--- src/rtl/axi4_lite_bram_ctrl.sv ---
// AXI4-Lite slave bridging single-beat reads and writes onto a byte-enabled,
// one-cycle-latency BRAM port. One transaction in flight; read/write ties alternate.
module axi4_lite_bram_ctrl #(
    parameter int                ADDR_W      = 32,
    parameter int                DATA_W      = 32,
    parameter int                BRAM_ADDR_W = 10,
    parameter logic [ADDR_W-1:0] BASE_ADDR   = '0
) (
    input  logic                   clk,
    input  logic                   rst,
    input  logic [ADDR_W-1:0]      s_awaddr,
    input  logic                   s_awvalid,
    output logic                   s_awready,
    input  logic [DATA_W-1:0]      s_wdata,
    input  logic [3:0]             s_wstrb,
    input  logic                   s_wvalid,
    output logic                   s_wready,
    output logic [1:0]             s_bresp,
    output logic                   s_bvalid,
    input  logic                   s_bready,
    input  logic [ADDR_W-1:0]      s_araddr,
    input  logic                   s_arvalid,
    output logic                   s_arready,
    output logic [DATA_W-1:0]      s_rdata,
    output logic [1:0]             s_rresp,
    output logic                   s_rvalid,
    input  logic                   s_rready,
    output logic [3:0]             bram_we,
    output logic [BRAM_ADDR_W-1:0] bram_addr,
    output logic [DATA_W-1:0]      bram_din,
    input  logic [DATA_W-1:0]      bram_dout
);

    typedef enum logic [2:0] {
        IDLE,
        WR_MEM,
        WR_RESP,
        RD_MEM,
        RD_WAIT,
        RD_RESP
    } state_t;

    localparam logic [1:0]        RESP_OKAY   = 2'b00;
    localparam logic [1:0]        RESP_DECERR = 2'b11;
    localparam logic [ADDR_W-1:0] WIN_MASK    =
        ~((ADDR_W'(1) << (BRAM_ADDR_W + 2)) - ADDR_W'(1));

    state_t     state;
    state_t     state_n;
    logic       last_wr;
    logic       addr_ok;
    logic [3:0] we_q;
    logic       wr_req;
    logic       rd_req;
    logic       grant_wr;
    logic       grant_rd;

    function automatic logic in_window(input logic [ADDR_W-1:0] a);
        return (a & WIN_MASK) == BASE_ADDR;
    endfunction

    assign wr_req   = s_awvalid & s_wvalid;
    assign rd_req   = s_arvalid;
    assign grant_wr = (state == IDLE) & wr_req & (~rd_req | ~last_wr);
    assign grant_rd = (state == IDLE) & rd_req & (~wr_req | last_wr);

    assign s_awready = grant_wr;
    assign s_wready  = grant_wr;
    assign s_arready = grant_rd;

    // Gated by rst so a write caught by reset in WR_MEM never reaches the array.
    assign bram_we = (state == WR_MEM && !rst) ? we_q : 4'b0000;

    always_comb begin
        state_n = state;
        case (state)
            IDLE: begin
                if (grant_wr) begin
                    state_n = WR_MEM;
                end else if (grant_rd) begin
                    state_n = RD_MEM;
                end
            end
            WR_MEM:  state_n = WR_RESP;
            WR_RESP: if (s_bready) state_n = IDLE;
            RD_MEM:  state_n = RD_WAIT;
            RD_WAIT: state_n = RD_RESP;
            RD_RESP: if (s_rready) state_n = IDLE;
            default: state_n = IDLE;
        endcase
    end

    always_ff @(posedge clk) begin
        if (rst) begin
            state     <= IDLE;
            last_wr   <= 1'b0;
            addr_ok   <= 1'b0;
            we_q      <= 4'b0000;
            bram_addr <= '0;
            bram_din  <= '0;
            s_bvalid  <= 1'b0;
            s_bresp   <= RESP_OKAY;
            s_rvalid  <= 1'b0;
            s_rdata   <= '0;
            s_rresp   <= RESP_OKAY;
        end else begin
            state <= state_n;
            case (state)
                IDLE: begin
                    // last_wr only moves on a contested grant, so ties alternate.
                    if (grant_wr) begin
                        bram_addr <= s_awaddr[BRAM_ADDR_W+1:2];
                        bram_din  <= s_wdata;
                        addr_ok   <= in_window(s_awaddr);
                        we_q      <= in_window(s_awaddr) ? s_wstrb : 4'b0000;
                        if (rd_req) last_wr <= 1'b1;
                    end else if (grant_rd) begin
                        bram_addr <= s_araddr[BRAM_ADDR_W+1:2];
                        addr_ok   <= in_window(s_araddr);
                        if (wr_req) last_wr <= 1'b0;
                    end
                end
                WR_MEM: begin
                    s_bvalid <= 1'b1;
                    s_bresp  <= addr_ok ? RESP_OKAY : RESP_DECERR;
                end
                WR_RESP: begin
                    if (s_bready) s_bvalid <= 1'b0;
                end
                RD_WAIT: begin
                    s_rvalid <= 1'b1;
                    s_rdata  <= addr_ok ? bram_dout : '0;
                    s_rresp  <= addr_ok ? RESP_OKAY : RESP_DECERR;
                end
                RD_RESP: begin
                    if (s_rready) s_rvalid <= 1'b0;
                end
                default: ;
            endcase
        end
    end

endmodule

--- config.mk ---
export PLATFORM = sky130hd
export DESIGN_NAME = axi4_lite_bram_ctrl
export DESIGN_NICKNAME = d
export VERILOG_FILES = /design/src/rtl/axi4_lite_bram_ctrl.sv
export SDC_FILE = /design/constraint.sdc
export NUM_CORES = 1
export LEC_CHECK = 0
export BUFFER_PORTS_ARGS = -buffer_cell sky130_fd_sc_hd__buf_2
export CELL_PAD_IN_SITES_DETAIL_PLACEMENT = 0
export CELL_PAD_IN_SITES_GLOBAL_PLACEMENT = 2
export CORE_MARGIN = 4
export CORE_UTILIZATION = 20
export CTS_BUF_LIST = sky130_fd_sc_hd__clkbuf_4
export DETAILED_ROUTE_END_ITERATION = 8
export PLACE_DENSITY = 0.77
export SKIP_LAST_GASP = 1
export SLEW_MARGIN = 15
export SYNTH_ARGS = -nofsm -noshare
export SYNTH_HDL_FRONTEND = slang
export SYNTH_SLANG_ARGS = --single-unit
--- constraint.sdc ---
create_clock -name clk -period 1.4 [get_ports clk]
set_input_delay 0.35 -clock clk [delete_from_list [all_inputs] [get_ports clk]]
set_output_delay 0.35 -clock clk [all_outputs]
set_load 0.03 [all_outputs]
After elaboration in Yosys (flattened, before gate mapping)
Cells that the tools add are included.
W data, S select, Z words.

operators by class
  equality and inequality tests = 9
  muxes and demuxes = 21
  reductions and logical operators = 15
  bitwise logic cells = 10

operators by type and width
  kind                  number
  $logic_not A32 Y1     2
  $mux W32              1
  $mux W10              2
  $pmux W3 S6           1
  $mux W3               4
  $mux W1               8
  $mux W4               2
  $reduce_and A2 Y1     4
  $reduce_bool A2 Y1    4
  $eq A3 B2 Y1 const B  2
  $eq A3 B3 Y1 const B  2
  $and A1 B1 Y1         5
  $ne A2 B2 Y1 const B  2
  $pmux W1 S2           2
  $reduce_and A4 Y1     1
  $eq A3 B1 Y1 const B  1
  $logic_not A3 Y1      1
  $ne A3 B3 Y1 const B  1
  $not A1 Y1            3
  $reduce_and A3 Y1     1
  $mux W2               1
  $ne A2 B1 Y1 const B  1
  $or A1 B1 Y1          2
  $logic_and A1 B1 Y1   1
  $logic_not A1 Y1      1

word-level totals
  word-level logic and storage cells = 66
  bits in registers = 89
  output and inout port bits = 87

Longest topological paths before layout
  word-level depth = 7
  gate-level depth with buffers = 7
  mapped depth without buffers = 5

Worst setup path before layout
OpenSTA, ideal clock, no wires.

  path kind = register -> output
  from = reg state[2]
  to = out s_wready
  path slack = -250 ps
  data arrival time = 1300 ps
  required time = 1050 ps
  stages on the path, launching flop included = 6
  cells stage by stage = dfxtp_1 -> nor3_4 -> nand4_1 -> inv_2 -> buf_2 -> buf_4

between the ends
  cells in the longest elaborated chain, start to end = 3

ends and longest elaborated chain
  item                         RTL line  source
  start, declared              48        state_t state;
  start signal, assigned       107       state <= state_n;
  $logic_not A3 Y1             64        assign grant_wr = (state == IDLE) & wr_req & (~rd_req | ~last_wr);
  $and A1 B1 Y1 (2 in series)  64
  end, declared                17        output logic s_wready,

Every way passes these cells.

Final worst setup path
Same ends and word-level chain as after synthesis.

==> impl_metrics.toml <==
[cts]
cts_buffers = 9
clock_sinks = 87
cts.clk_slew.worst_paths_ns = 0.14
cts_buffer_depth = 2
clk_latency_ns = 0.44
postCtsHoldBufs = 0
cts_root_buffer = "clkbuf_4"
cts_htree_levels = 3
cts_tree = "yes"

[final_layout]
area_growth_pct = 77.04
layout.cells.non_filler = 909
layout.nets = 819
diodes = 0
final_core_util_pct = 36.00
drive_above_1_share_pct = 64.62
stdcell_area_sq_mm = 0.006205
final_common_cell = "buf_2"
mostFrequentLayoutCells = "buf_2, buf_4, nand2_1"

[synthesis]
netlist_top_cells_area = "dfxtp_1, nand2_1, a21oi_1, a311oi_2, nand3_1"
synthSimpleGateAreaFrac_pct = 26.81
synth_cell_types = 31
synthAdderAreaFrac_pct = 0
synth_compound_area_share_pct = 16.53
syn_area_per_cell_sq_um = 8.169
synth-xor-area-share_pct = 0.2499
synth_area_sq_mm = 0.003505
synth_top_family_by_area = "simple AND/OR/NAND/NOR gates"
yosysTopAreaCellShare_pct = 49.70
synth_seq_area_share_pct = 49.70
synth_fp_nets = 568
yosys_warnings = 0
syn_inst = 429
synth_area_leader_cell = "dfxtp_1"
synthMuxAreaShare_pct = 0
ys_ff_latch = 87

[run_status]
status = "finished with violations"
violations = "setup timing"

[floorplan]
ios = 226
core_sq_mm = 0.01724
start_util_pct = 20.33
rows = 48
dieArea_sq_mm = 0.01971
chipWidth_microns = 140.4
die_h_microns = 140.4

[global_routing]
antenna_found_initial = 0
grt_pass1_wl_microns = 20140
track_usage_pct = 12.67
grt_remaining_overflow = 0
grt_pass1_vias = 3876
grt_max_degree = 33

[setup_path]
critical_path_class = "register to primary output"
cp_slowest_cell = "dfxtp_4"
critical_path_buf_inv_count = 2
critical_path_depth = 4
r2r_slack_ns = -0.46
r2r_cells = 10
path_cells = "nor3_4, nand4_1, inv_4, buf_6"
r2r-end = "bram_din[24]"
crit_family = "simple AND/OR/NAND/NOR gates"
r2r-start = "state[2]"
end_kind = "primary output"
critPathRequiredTime_ns = 1.05
startpoint = "state[2]"
critPathCapture = "s_wready"
max_stage_delay_ns = 0.39
arrival_ns = 1.52
startpoint_type = "register"
crit_fanout = 4

[sta]
fin_crit_ns = 1.874
fin_hold_ws_ns = 0.1188
period_share_pct = 133.9
fin_setup_tns_ns = -23.14
fin_ws_ns = -0.4739
drv_slew = 0
fin_worst_skew_ns = 0.01091
setup_violations = 88
max_freq_ghz = 0.5336
tightest_slew_ns = 0.4839
hold_violations = 0
rsz0062_at_grt = "yes"
slew_headroom_pct = 67.74

[detailed_routing]
final_antenna_net_count = 0
wl_per_cell_microns = 15.28
drc = 0
drt_iter0_markers = 98
drt_wl_total_microns = 13890
viasPerCell = 4.353
first_pass_iters = 4
vias = 3957

[power_and_ir_drop]
power_density_mw_per_mm2 = 925.4
leakage_nw = 2.749
total_power_mw = 5.742
vdd_drop_max_mv = 0.5004

[hold_path]
hp-start = "s_wdata[17]"
hold_class = "primary input to register"

[place]
io_buffers = 221
dp.cells = 870
place_ws_ns = -0.2288
place_congestion = 0.7935
placed_area_sq_mm = 0.005006
dp_hpwl_microns = 9364

[job]
maxCapViolations = 0
-- state kept, by name, summed over array words and instances, names as in the netlist --
register,flops
bram_din,32
s_rdata,32
bram_addr,10
we_q,4
state,3
addr_ok,1
last_wr,1
s_bresp,1
s_bvalid,1
s_rresp,1
s_rvalid,1
-- worst min path at each step --
stage	to	slack, ns	depth (start not counted)
3_3_place_gp	s_rdata[19]	0.44	2
3_5_place_dp	we_q[2]	0.44	2
4_1_cts	bram_din[15]	0.07	3
6_report	bram_din[17]	0.12	3
5_1_grt	bram_din[1]	0.06	3
2_1_floorplan	we_q[0]	0.43	2
-- routing by layer --
layer  part of all wire (%)  up-vias  GRT usage, %
li1                       -     1955             -
met1                     41     1823         15.14
met2                     49      168         21.22
met3                    8.8       11         5.121
met4                    1.2        0         3.162
met5                      0        -             0
-- layout make-up --
class,count,area (sq um)
Inverter,1,6.256
Clock inverter,4,47.55
Timing Repair Buffer,277,2078
Sequential cell,87,1829
Tap cell,225,281.5
Multi-Input combinational cell,304,1879
Fill cell,1797,11030
Clock buffer,11,82.58
-- what timing repair did --
| action | 4_1_cts | 5_1_grt |
|---|---|---|
| gates cloned | 4 | 6 |
| endpoints found under the setup margin | 89 | 160 |
| resized for setup | 82 | 243 |
| pin swaps | 7 | 65 |
| setup buffers | 14 | 11 |
-- cells in the mapped netlist, drive strengths merged --
cell / number
a311oi: 12
o21ai: 1
xor2: 1
nand3: 33
o211a: 1
or4: 2
and3: 2
and2: 4
dfxtp: 87
clkbuf: 12
nor3b: 1
buf: 25
nor2b: 2
a211oi: 1
inv: 1
o311a: 1
a21oi: 73
nor3: 3
nor2: 22
a22oi: 1
nand2b: 1
nand4: 7
nor4: 8
nand2: 126
and2b: 2
-- worst min-delay path, stage by stage --
cell and delay (ns):
buf_2 0.10, nand2_1 0.05, a21oi_1 0.05
-- report_power, final --
part / switching [mW] / total [mW] / leakage, nW / internal, mW
sequential: 0.0808 / 2.69 / 0.737 / 2.61
clock: 0.888 / 1.46 / 0.0727 / 0.571
combinational: 0.862 / 1.60 / 1.94 / 0.734
-- kinds of logic (layout without fill, tap and decap cells) --
family,after synthesis,in the layout
and+or+nand+nor,213,213
buffers and inverters,38,293
xor gates and xnor gates,1,1
AOI/OAI and AO/OA,90,90
DFF,87,87
Note: power is estimated with default switching activity, not from simulation.
